<file path="src/rtl/arb_pkg.sv">
// arb_pkg
//   Shared types and helpers for the round-robin enum arbiter slice.
//   - arb_state_t : controller state encoding (2-bit, fixed values so the
//                   encoding stays stable across tools and waveforms)
//   - MAX_REQ     : widest requester vector the arbiter supports
//   - onehot()    : index -> one-hot vector, MAX_REQ bits wide; callers
//                   size-cast the result down to their own width
package arb_pkg;

  localparam int MAX_REQ = 16;

  typedef enum logic [1:0] {
    ST_IDLE = 2'd0,
    ST_BUSY = 2'd1,
    ST_GAP  = 2'd2
  } arb_state_t;

  // Bits at or above n are never set, so an out-of-range index gives zero
  // rather than a stray grant.
  function automatic logic [MAX_REQ-1:0] onehot(input int idx, input int n);
    logic [MAX_REQ-1:0] r;
    r = '0;
    for (int i = 0; i < MAX_REQ; i++) begin
      if ((i == idx) && (i < n)) r[i] = 1'b1;
    end
    return r;
  endfunction

endpackage

</file>
<file path="src/rtl/rr_pick.sv">
// rr_pick
//   Purely combinational wrap-around priority search. Returns the first
//   set bit of req at or above ptr, wrapping to bit 0 when nothing at or
//   above ptr is set.
//   Ports:
//     req    [N_REQ-1:0] in  : request levels
//     ptr    [IW-1:0]    in  : search start index
//     any                out : at least one request is set
//     winner [IW-1:0]    out : selected index (0 when any=0)
module rr_pick
  import arb_pkg::*;
#(
  parameter int N_REQ = 4,
  parameter int IW    = (N_REQ > 1) ? $clog2(N_REQ) : 1
) (
  input  logic [N_REQ-1:0] req,
  input  logic [IW-1:0]    ptr,
  output logic             any,
  output logic [IW-1:0]    winner
);

  logic          hi_any;
  logic [IW-1:0] hi_idx;
  logic [IW-1:0] lo_idx;

  // Scan downward so the lowest qualifying index is the last one written.
  // hi_* tracks the lowest set bit at or above ptr; lo_idx tracks the
  // lowest set bit overall, which is the wrap-around candidate.
  always_comb begin
    hi_any = 1'b0;
    hi_idx = '0;
    lo_idx = '0;
    for (int j = N_REQ - 1; j >= 0; j--) begin
      if (req[j]) begin
        lo_idx = IW'(j);
        if (j >= int'(ptr)) begin
          hi_any = 1'b1;
          hi_idx = IW'(j);
        end
      end
    end
  end

  assign any    = |req;
  assign winner = hi_any ? hi_idx : lo_idx;

endmodule

</file>
<file path="src/rtl/rr_enum_arbiter.sv">
// rr_enum_arbiter
//   Round-robin owner selection for a shared enum-state sequential block.
//   Grants exclusive ownership, revokes after MAX_HOLD cycles and forces a
//   one-cycle idle gap between owners.
//
//   state   | meaning
//   --------+-----------------------------------------------------------
//   ST_IDLE | no owner; arbitrate on any request, grant on this edge
//   ST_BUSY | one owner; watch its req and the hold limit, ignore others
//   ST_GAP  | owner just left; one dead cycle, requests not sampled
//
//   Ports:
//     clk                  in  : clock, rising edge
//     rst                  in  : asynchronous active-high reset
//     req      [N_REQ-1:0] in  : per-requester request level
//     grant    [N_REQ-1:0] out : registered one-hot ownership, 0 = none
//     grant_id [IW-1:0]    out : owner index, valid while busy
//     busy                 out : grant is non-zero
//     timeout              out : one-cycle pulse on a MAX_HOLD revocation
module rr_enum_arbiter
  import arb_pkg::*;
#(
  parameter int N_REQ    = 4,
  parameter int MAX_HOLD = 8,
  parameter int IW       = (N_REQ > 1) ? $clog2(N_REQ) : 1
) (
  input  logic             clk,
  input  logic             rst,
  input  logic [N_REQ-1:0] req,
  output logic [N_REQ-1:0] grant,
  output logic [IW-1:0]    grant_id,
  output logic             busy,
  output logic             timeout
);

  localparam int HW = $clog2(MAX_HOLD + 1);
  localparam logic [HW-1:0] HOLD_LAST = HW'(MAX_HOLD - 1);
  localparam logic [IW-1:0] ID_LAST   = IW'(N_REQ - 1);

  arb_state_t     state;
  logic [IW-1:0]  ptr;
  logic [HW-1:0]  hold_cnt;

  logic           pick_any;
  logic [IW-1:0]  pick_winner;
  logic [N_REQ-1:0] win_grant;
  logic           owner_req;
  logic           at_limit;
  logic [IW-1:0]  next_ptr;

  rr_pick #(
    .N_REQ (N_REQ),
    .IW    (IW)
  ) u_pick (
    .req    (req),
    .ptr    (ptr),
    .any    (pick_any),
    .winner (pick_winner)
  );

  assign win_grant = N_REQ'(onehot(int'(pick_winner), N_REQ));

  // grant is one-hot on the owner, so masking req with it reads the
  // owner's request bit without an index that may be out of range.
  assign owner_req = |(req & grant);
  assign at_limit  = (hold_cnt == HOLD_LAST);

  // With N_REQ=1 the owner is always ID_LAST, so ptr stays at 0.
  assign next_ptr = (grant_id == ID_LAST) ? '0 : grant_id + 1'b1;

  always_ff @(posedge clk or posedge rst) begin
    if (rst) begin
      state    <= ST_IDLE;
      grant    <= '0;
      grant_id <= '0;
      busy     <= 1'b0;
      timeout  <= 1'b0;
      ptr      <= '0;
      hold_cnt <= '0;
    end else begin
      timeout <= 1'b0;
      unique case (state)
        ST_IDLE: begin
          if (pick_any) begin
            grant    <= win_grant;
            grant_id <= pick_winner;
            busy     <= 1'b1;
            hold_cnt <= '0;
            state    <= ST_BUSY;
          end
        end
        ST_BUSY: begin
          // A release on the limit cycle counts as a release, not a timeout.
          if (!owner_req || at_limit) begin
            grant   <= '0;
            busy    <= 1'b0;
            ptr     <= next_ptr;
            timeout <= owner_req;
            state   <= ST_GAP;
          end else begin
            hold_cnt <= hold_cnt + 1'b1;
          end
        end
        ST_GAP: begin
          state <= ST_IDLE;
        end
        default: begin
          state <= ST_IDLE;
        end
      endcase
    end
  end

endmodule

</file>
<file path="config.mk">
export PLATFORM = sky130hd
export DESIGN_NAME = rr_enum_arbiter
export DESIGN_NICKNAME = d
export VERILOG_FILES = /design/src/rtl/arb_pkg.sv /design/src/rtl/rr_pick.sv /design/src/rtl/rr_enum_arbiter.sv
export SDC_FILE = /design/constraint.sdc
export NUM_CORES = 1
export LEC_CHECK = 0
export BUFFER_PORTS_ARGS = -buffer_cell sky130_fd_sc_hd__buf_2
export CORE_MARGIN = 4
export CORE_UTILIZATION = 60
export CTS_BUF_LIST = sky130_fd_sc_hd__clkbuf_4
export CTS_CLUSTER_SIZE = 10
export DETAILED_ROUTE_END_ITERATION = 6
export PLACE_DENSITY = 0.85
export SETUP_SLACK_MARGIN = 0.15
export SYNTH_ARGS = -nofsm -noshare
export SYNTH_HDL_FRONTEND = slang
export SYNTH_SLANG_ARGS = --single-unit
export TNS_END_PERCENT = 10
</file>
<file path="constraint.sdc">
create_clock -name clk -period 3.58 [get_ports clk]
set_clock_uncertainty 0.05 [all_clocks]
set_input_delay 0.716 -clock clk [delete_from_list [all_inputs] [get_ports clk]]
set_output_delay 0.716 -clock clk [all_outputs]
set_load 0.1 [all_outputs]
</file>
==> flow_summary_export.csv, run 1 <==
group,metric,value,unit
status,run_status,"finished clean",
cts,clk_root_buffer_cell,"sky130_fd_sc_hd__clkbuf_4",
critical_path,worst-endpoint-arrival,1.13,ns
route,routed_vias,620,
finish,seq_area,400,um2
cts,numClockSinks,16,
placed_design,port_buffers,13,
route,detail-route-antenna-nets,0,
critical_path,worstSetupStartpoint,"grant_id[0]$_DFFE_PP0P_",
critical_path,crit_path_start_kind,"register",
cts,max-clock-path-buffers,2,
die,core_region_area,1190,um2
timing,final-setup-viol-count,0,
grt,grt_max_degree,17,
finish,stdcell_area,908,um2
die,die_w,44.7,um
finish,final.fill_count,80,
die,io_pins,14,
critical_path,reg2regPathDepth,4,
finish,final_layout_size_suffix_gt1_frac,0.242,
timing,timing.fmax,527,MHz
yosys,synth.net_count,84,
timing,min_period_over_period,0.530,
finish,final_common_cell,"sky130_fd_sc_hd__dfrtp_1",
cts,worst_skew_pair.late_latency,0.29,ns
route,drt_first_pass_iters,4,
critical_path,regToRegSetupSlack,1.88,ns
cts,numCtsBuffers,3,
yosys,synthesis.area,808,um2
die,die-height,44.7,um
finish,multi_input_comb_area,388,um2
critical_path,worst-setup-path-type,"register to output port",
yosys,synth_cell_types,26,
critical_path,worstPathBufferInverterCount,1,
yosys,synthesis.instances,76,
grt,grt_pass1_vias,579,
timing,hold_viol_final,0,
critical_path,path_max_fanout,4,
critical_path,regToRegStartpoint,"grant[1]$_DFFE_PP0P_",
grt,antenna_found_initial,0,
finish,area_growth,12.4,%
grt,overall_overflow_remaining_after_global_route,0,
die,std_cell_rows,12,
grt,gr-usage-all-layers,0.184,
finish,most-common-layout-cells,"sky130_fd_sc_hd__dfrtp_1 (16), sky130_fd_sc_hd__buf_2 (13), sky130_fd_sc_hd__nand2_1 (9)",
route,avgRoutedWirePerCell,14.6,um
finish,antenna-diode-count,0,
critical_path,path_delay_family,"buffers and inverters",
cts,clock_transition_at_the_registers_of_the_reported_paths,0.08,ns
grt,grt_first_pass_wirelength,2620,um
route,routed_wl,1530,um
timing,final_max_slew_viol_count,0,
cts,cts_max_level,1,
timing,period_needed,1.90,ns
placed_design,dp_hpwl,1170,um
cts,cts_tree,"done",
timing,worst_pin_slew,0.715,ns
placed_design,postPlaceCellArea,886,um2
timing,setup_tns,0,ns
yosys,ys_ff_latch,16,
cts,cts.repair_timing.setup_buffer_count,0,
cts,post_cts_hold_buffer_count,0,
timing,slew-limit-headroom,0.521,
timing,rsz0062_at_grt,"false",
critical_path,worst_path_max_delay_cell,"sky130_fd_sc_hd__buf_2",
route,routed_via_density,5.90,
die,dieArea,2000,um2
critical_path,worstPathCellList,"buf_2",
critical_path,critical_path.reg2reg.endpoint,"ptr[1]$_DFFE_PP0P_",
cts,post_cts_resize_count,0,
route,drt_first_iter_violations,11,
yosys,synth.avg_cell_area,10.6,um2
critical_path,crit_path_max_incr_delay,0.44,ns
yosys,synth_seq_area_share,0.495,
hold_path,timing.hold.worst.class,"primary input to asynchronous set/reset pin",
placed_design,place.gp.congestion,0.885,
run,drv.max_cap_violation_count,0,
die,initial_core_util,0.681,
yosys,ys.warnings.count,0,
critical_path,critPathCaptureType,"output port",
finish,final_net_count,101,
route,drc,0,
critical_path,critical_path_required,2.81,ns
==> registers in the layout, summed over array words and instances (netlist names) <==
signal    flops
state         2
grant         4
timeout       1
ptr           2
grant_id      2
busy          1
hold_cnt      4
==> final cells by class <==
class / instances / area share
timing repair buffer: 13 / 0.0716
clock buffer: 3 / 0.0248
sequential: 16 / 0.441
multi-input combinational: 55 / 0.427
inverter: 4 / 0.0165
tap: 14 / 0.0193
==> through the flow <==
step | util | hold WS, ns | instances | setup slack, ns
floorplan | - | 0.423 | 76 | 1.50
global placement | 0.747 | 0.449 | 102 | 1.42
detailed placement | 0.747 | 0.463 | 102 | 1.39
CTS | 0.766 | 0.444 | 105 | 1.68
global route | 0.766 | 0.469 | 105 | 1.58
finish | 0.766 | 0.426 | 105 | 1.68
==> layer usage <==
metal,track usage,part of all wire
met3,0.0239,0.048
met1,0.279,0.50
met2,0.255,0.43
met5,0,0
met4,0.0904,0.021
==> synth_stat cells <==
| master | number | area share |
|---|---|---|
| sky130_fd_sc_hd__a311oi_1 | 1 | 0.011 |
| sky130_fd_sc_hd__a21boi_4 | 1 | 0.023 |
| sky130_fd_sc_hd__nand3b_1 | 1 | 0.0093 |
| sky130_fd_sc_hd__o21ai_0 | 6 | 0.037 |
| sky130_fd_sc_hd__mux2_4 | 2 | 0.037 |
| sky130_fd_sc_hd__or2_4 | 1 | 0.011 |
| sky130_fd_sc_hd__nand2b_1 | 3 | 0.023 |
| sky130_fd_sc_hd__nor2_1 | 6 | 0.028 |
| sky130_fd_sc_hd__a31oi_1 | 2 | 0.015 |
| sky130_fd_sc_hd__or2_2 | 1 | 0.0077 |
| sky130_fd_sc_hd__mux2i_1 | 2 | 0.025 |
| sky130_fd_sc_hd__inv_1 | 4 | 0.019 |
| sky130_fd_sc_hd__nor3_1 | 1 | 0.0062 |
| sky130_fd_sc_hd__a21oi_1 | 2 | 0.012 |
| sky130_fd_sc_hd__nor2b_1 | 2 | 0.015 |
| sky130_fd_sc_hd__a21boi_0 | 1 | 0.0093 |
| sky130_fd_sc_hd__dfrtp_1 | 16 | 0.50 |
| sky130_fd_sc_hd__buf_2 | 1 | 0.0062 |
| sky130_fd_sc_hd__o41ai_4 | 1 | 0.034 |
| sky130_fd_sc_hd__or3_1 | 2 | 0.015 |
| sky130_fd_sc_hd__nand3_1 | 2 | 0.012 |
| sky130_fd_sc_hd__nand2_1 | 9 | 0.042 |
| sky130_fd_sc_hd__o211ai_1 | 1 | 0.0093 |
| sky130_fd_sc_hd__o32ai_1 | 4 | 0.043 |
| sky130_fd_sc_hd__a22o_1 | 2 | 0.022 |
| sky130_fd_sc_hd__ha_1 | 2 | 0.031 |
==> cell families (layout without fill, tap and decap cells) <==
| kind of cell | count (synthesis) | after routing | share of synthesized area |
|---|---|---|---|
| muxes | 4 | 4 | 0.0619 |
| and+or+nand+nor | 28 | 28 | 0.170 |
| buffers and inverters | 5 | 20 | 0.0248 |
| DFF | 16 | 16 | 0.495 |
| AOI/OAI and AO/OA | 21 | 21 | 0.217 |
| adders and majority gates | 2 | 2 | 0.0310 |
==> how the worst max path moves through the flow <==
stage	end	slack [ns]	cells past startpoint
detailed placement	ptr[1]$_DFFE_PP0P_	1.39	5
floorplan	ptr[0]$_DFFE_PP0P_	1.50	4
global route	hold_cnt[2]$_DFFE_PP0P_	1.58	4
global placement	ptr[1]$_DFFE_PP0P_	1.42	5
finish	grant_id[0]	1.68	1
CTS	grant_id[0]	1.68	1
Power of run 1 is left out: the tool's default activity adds up to more than one toggle a clock period on the data nets, which glitch-free logic cannot reach.
==> run 2: changes to the inputs <==
- CORE_UTILIZATION: 60 -> 56
- PLACE_DENSITY: 0.85 -> 0.8
- clock period: 3.58 -> 2 ns (I/O delays scaled with it)
==> run 2 against run 1 <==
Effect of this change: non-clock buffer count rose by 3; sequential share of layout area fell by 0.69 points; setup slack got worse by 1.4 ns; largest cell class unchanged; critical path depth rose by 4; wire length rose by 5.0%; global-route usage barely moved; first-iteration DRC count rose to 2.9 times the previous value; flip-flop and latch count did not move; register-to-register slack got worse by 1.6 ns; via count rose by 5.6%; critical path type is now register to register; cell count rose by 4.8%; clock-buffer cell count did not move.
==> flow_summary_export.csv, run 2 (synthesis gave the netlist of run 1 again) <==
group,metric,value,unit
status,run_status,"finished clean",
cts,worst_skew_pair.late_latency,0.29,ns
cts,post_cts_resize_count,0,
timing,slew-limit-headroom,0.591,
finish,most-common-layout-cells,"sky130_fd_sc_hd__buf_2 (13), sky130_fd_sc_hd__dfrtp_1 (12), sky130_fd_sc_hd__nand2_1 (9)",
timing,period_needed,1.70,ns
die,die_w,46.0,um
cts,clock_transition_at_the_registers_of_the_reported_paths,0.09,ns
timing,min_period_over_period,0.849,
route,drc,0,
timing,worst_pin_slew,0.613,ns
route,routed_via_density,5.95,
critical_path,worst-setup-path-type,"register to register",
grt,grt_max_degree,17,
hold_path,timing.hold.worst.class,"primary input to asynchronous set/reset pin",
cts,post_cts_hold_buffer_count,0,
finish,area_growth,17.0,%
die,dieArea,2120,um2
route,routed_vias,655,
critical_path,worst-endpoint-arrival,1.86,ns
cts,cts_max_level,1,
finish,final_common_cell,"sky130_fd_sc_hd__buf_2",
critical_path,critical_path_required,2.17,ns
route,drt_first_iter_violations,32,
finish,final_net_count,104,
grt,antenna_found_initial,0,
grt,gr-usage-all-layers,0.184,
critical_path,crit_path_start_kind,"register",
finish,layout_top_registers,"grant (4), hold_cnt (4)",
die,core_region_area,1330,um2
cts,numClockSinks,16,
finish,multi_input_comb_area,388,um2
critical_path,crit_path_max_incr_delay,0.42,ns
die,io_pins,14,
grt,grt_pass1_vias,602,
timing,hold_viol_final,0,
timing,timing.fmax,589,MHz
cts,cts.repair_timing.setup_buffer_count,0,
route,detail-route-antenna-nets,0,
finish,seq_area,410,um2
cts,numCtsBuffers,3,
timing,final_max_slew_viol_count,0,
critical_path,critPathCaptureType,"register",
cts,clk_root_buffer_cell,"sky130_fd_sc_hd__clkbuf_4",
timing,setup_tns,0,ns
finish,final.fill_count,99,
die,initial_core_util,0.606,
run,drv.max_cap_violation_count,0,
placed_design,place.gp.congestion,0.886,
die,die-height,46.0,um
critical_path,worstPathCellList,"ha_1 -> nand3b_1 -> o211ai_1 -> or3_1 -> a21boi_0",
grt,grt_first_pass_wirelength,2730,um
finish,final_layout_size_suffix_gt1_frac,0.305,
cts,cts_tree,"done",
route,avgRoutedWirePerCell,14.6,um
cts,max-clock-path-buffers,2,
critical_path,path_max_fanout,4,
route,drt_first_pass_iters,4,
route,routed_wl,1610,um
finish,antenna-diode-count,0,
placed_design,dp_hpwl,1190,um
critical_path,worst_path_max_delay_cell,"sky130_fd_sc_hd__dfrtp_1",
grt,overall_overflow_remaining_after_global_route,0,
die,std_cell_rows,13,
timing,rsz0062_at_grt,"false",
timing,final-setup-viol-count,0,
placed_design,port_buffers,13,
run 2: changes by cell type in the layout (fill, tap and decap cells not counted), sizes merged:
cell | before | now
buf | 13 | 16
clkinv | 0 | 1
run 2: path summary, 6_finish.rpt:
path / start / cells past startpoint / to / slack (ns)
min in group clk: grant_id[1]$_DFFE_PP0P_ / 2 / grant_id[1]$_DFFE_PP0P_ / 0.47
min reg2reg: grant_id[1]$_DFFE_PP0P_ / 2 / grant_id[1]$_DFFE_PP0P_ / 0.47
max: hold_cnt[0]$_DFFE_PP0P_ / 5 / hold_cnt[3]$_DFFE_PP0P_ / 0.30
min: rst / 2 / busy$_DFFE_PP0P_ / 0.12
max in group asynchronous: rst / 2 / grant[1]$_DFFE_PP0P_ / 1.33
max reg2reg: hold_cnt[0]$_DFFE_PP0P_ / 5 / hold_cnt[3]$_DFFE_PP0P_ / 0.30
run 2: critical path: cells and delay by family, from the launching register on:
kind | cells | cell delay, ns
AND/OR/NAND/NOR | 2 | 0.57
flip-flops | 1 | 0.42
AO/OA/AOI/OAI | 2 | 0.35
adder cells (fa/ha/maj) | 1 | 0.24
run 2: area by class of cell:
class,count,area share
repair buffers,16,0.0926
well taps,15,0.0198
multi-input cells,55,0.410
flip-flops and latches,16,0.434
inverters,4,0.0159
clock inverters,1,0.00397
clock buffers,3,0.0238
run 2: through the flow:
stage	worst slack (ns)	utilization	std cells	hold slack, ns	instance area, um2
floorplan	0.160	-	76	0.264	818
global placement	0.293	0.689	106	0.437	920
detailed placement	0.268	0.689	106	0.443	920
CTS	0.304	0.709	110	0.130	946
global route	0.193	0.709	110	0.149	946
finish	0.303	0.709	110	0.115	946
run 2: per-layer routing:
metal	share of wire	vias up	track usage
li1	-	315	-
met1	0.47	304	0.263
met2	0.42	31	0.250
met3	0.086	5	0.0356
met4	0.025	0	0.119
met5	0	-	0
Power of run 2 is left out for the same reason.
==> run 3: changes to the inputs <==
- CORE_UTILIZATION: 56 -> 51
- PLACE_DENSITY: 0.8 -> 0.77
- clock period: 2 -> 1.55 ns (I/O delays scaled with it)
==> run 3 against run 2 <==
Effect of this change: the run now ends with negative setup slack left; critical endpoint is now ptr[1]$_DFFE_PP0P_; register-to-register slack worse by 0.40 ns; flip-flop and latch count stayed put; worst hold slack worse by 0.10 ns; sequential share of layout area is 7.8 points lower; fmax is 3.2% higher; global-route usage is 1.8 points higher; setup slack worse by 0.40 ns; final area is 22% higher; cell count is 13% higher; highest routed layer unchanged; wire length is 25% higher.
==> flow_summary_export.csv, run 3 (synthesis gave the netlist of run 1 again) <==
group,metric,value,unit
status,run_status,"finished with violations",
status,failed_checks,"negative setup slack",
pwr,p_leak,0.000533,uW
critical_path,path_delay_family,"flip-flops",
route,avgRoutedWirePerCell,16.3,um
finish,final_layout_size_suffix_gt1_frac,0.435,
critical_path,worst_path_max_delay_cell,"sky130_fd_sc_hd__dfrtp_4",
critical_path,worst-endpoint-arrival,1.77,ns
hold_path,timing.hold.worst.class,"primary input to asynchronous set/reset pin",
cts,numCtsBuffers,3,
critical_path,reg2regPathDepth,4,
die,die_w,47.8,um
finish,layoutNonFillerInstCount,124,
die,die-height,47.8,um
placed_design,place.gp.congestion,0.868,
die,core_region_area,1510,um2
finish,most-common-layout-cells,"sky130_fd_sc_hd__buf_4 (16), sky130_fd_sc_hd__dfrtp_1 (12), sky130_fd_sc_hd__nand2_1 (8)",
timing,fin_ws,-0.0937,ns
die,dieArea,2290,um2
timing,min_period_over_period,1.06,
grt,gr-usage-all-layers,0.202,
critical_path,critPathCaptureType,"register",
critical_path,worst-setup-path-type,"register to register",
critical_path,path_max_fanout,3,
run,drv.max_cap_violation_count,0,
timing,final-setup-viol-count,7,
timing,rsz0062_at_grt,"true",
finish,final.fill_count,97,
critical_path,regToRegSetupSlack,-0.09,ns
route,detail-route-antenna-nets,0,
timing,hold_viol_final,0,
pwr,ir_drop_worst_vdd,0.00233,V
placed_design,dp.cells,119,
grt,grt_max_degree,17,
critical_path,regToRegStartpoint,"grant[1]$_DFFE_PP0P_",
placed_design,dp_hpwl,1390,um
cts,cts_tree,"done",
finish,final_net_count,117,
pwr,power_density,2340,nW/um2
timing,slew-limit-headroom,0.607,
cts,clk_root_buffer_cell,"sky130_fd_sc_hd__clkbuf_4",
route,routed_vias,707,
finish,antenna-diode-count,0,
grt,antenna_found_initial,0,
die,std_cell_rows,14,
cts,numClockSinks,16,
cts,max-clock-path-buffers,2,
route,drc,0,
critical_path,worstPathBufferInverterCount,0,
grt,overall_overflow_remaining_after_global_route,0,
route,routed_via_density,5.70,
cts,post_cts_hold_buffer_count,0,
timing,timing.fmax,608,MHz
timing,period_needed,1.64,ns
die,initial_core_util,0.537,
critical_path,critical_path_required,1.68,ns
grt,grt_first_pass_wirelength,3060,um
critical_path,worstPathCellList,"a22o_1 -> or2_4 -> a21boi_4 -> mux2_4",
route,drt_first_iter_violations,19,
finish,layout_top_registers,"grant (4), hold_cnt (4)",
timing,final_max_slew_viol_count,0,
cts,worst_skew_pair.late_latency,0.29,ns
route,routed_wl,2020,um
placed_design,port_buffers,13,
finish,area_growth,42.7,%
route,drt_first_pass_iters,5,
critical_path,critical_path.reg2reg.endpoint,"ptr[1]$_DFFE_PP0P_",
critical_path,crit_path_max_incr_delay,0.48,ns
cts,clock_transition_at_the_registers_of_the_reported_paths,0.09,ns
die,io_pins,14,
pwr,post-layout-total-power,2700,uW
timing,worst_pin_slew,0.588,ns
critical_path,crit_path_start_kind,"register",
grt,grt_pass1_vias,676,
finish,final_common_cell,"sky130_fd_sc_hd__buf_4",
cts,cts_max_level,1,
run 3: layout make-up:
cell class	instances	area [um2]	share of cell area
clock inverter	1	3.75	0.00325
clock buffer	3	22.5	0.0195
inverter	4	15.0	0.0130
sequential	16	410	0.356
multi-input combinational	55	412	0.357
tap	16	20.0	0.0174
timing repair buffer	29	270	0.234
run 3: through the flow:
step           setup WS, ns  hold WS [ns]  setup TNS [ns]  utilization  instance area (um2)
2_1_floorplan        -0.290         0.174           -1.15            -                  818
3_3_place_gp        -0.0576         0.348          -0.161        0.711                 1070
3_5_place_dp        -0.0960         0.350          -0.427        0.711                 1070
4_1_cts             -0.0986        0.0281          -0.473        0.750                 1130
5_1_grt              -0.129        0.0546          -0.781        0.766                 1150
6_report            -0.0937        0.0154          -0.473        0.766                 1150
run 3: per-layer routing:
| metal | routed length (um) | track usage | vias up |
|---|---|---|---|
| li1 | - | - | 344 |
| met1 | 916 | 0.255 | 330 |
| met2 | 959 | 0.319 | 26 |
| met3 | 105 | 0.0564 | 7 |
| met4 | 36 | 0.0968 | 0 |
| met5 | 0 | 0 | - |
run 3: power by group:
part | internal [uW] | switching, uW
registers | 578 | 120
clock network | 93.8 | 134
logic | 721 | 1050
total | 1390 | 1310
run 3: how the worst max path moves through the flow:
stage / startpoint / cells past startpoint / slack [ns] / endpoint
final: grant[1]$_DFFE_PP0P_ / 4 / -0.09 / ptr[1]$_DFFE_PP0P_
after global routing: grant[1]$_DFFE_PP0P_ / 4 / -0.13 / ptr[1]$_DFFE_PP0P_
after CTS: grant[1]$_DFFE_PP0P_ / 4 / -0.1 / ptr[1]$_DFFE_PP0P_
after detailed placement: req[2] / 5 / -0.1 / ptr[1]$_DFFE_PP0P_
after global placement: req[1] / 5 / -0.06 / ptr[0]$_DFFE_PP0P_
after floorplan: grant[1]$_DFFE_PP0P_ / 4 / -0.29 / ptr[0]$_DFFE_PP0P_
run 3: timing repair:
item / in CTS / in global routing
pin swaps: 6 / 3
setup buffers: 1 / 0
endpoints found under the hold margin: 0 / 0
cloned: 0 / 0
setup endpoints to repair: 20 / 19
resized for setup: 9 / 6
No activity file was read; power rests on OpenSTA's default activity.
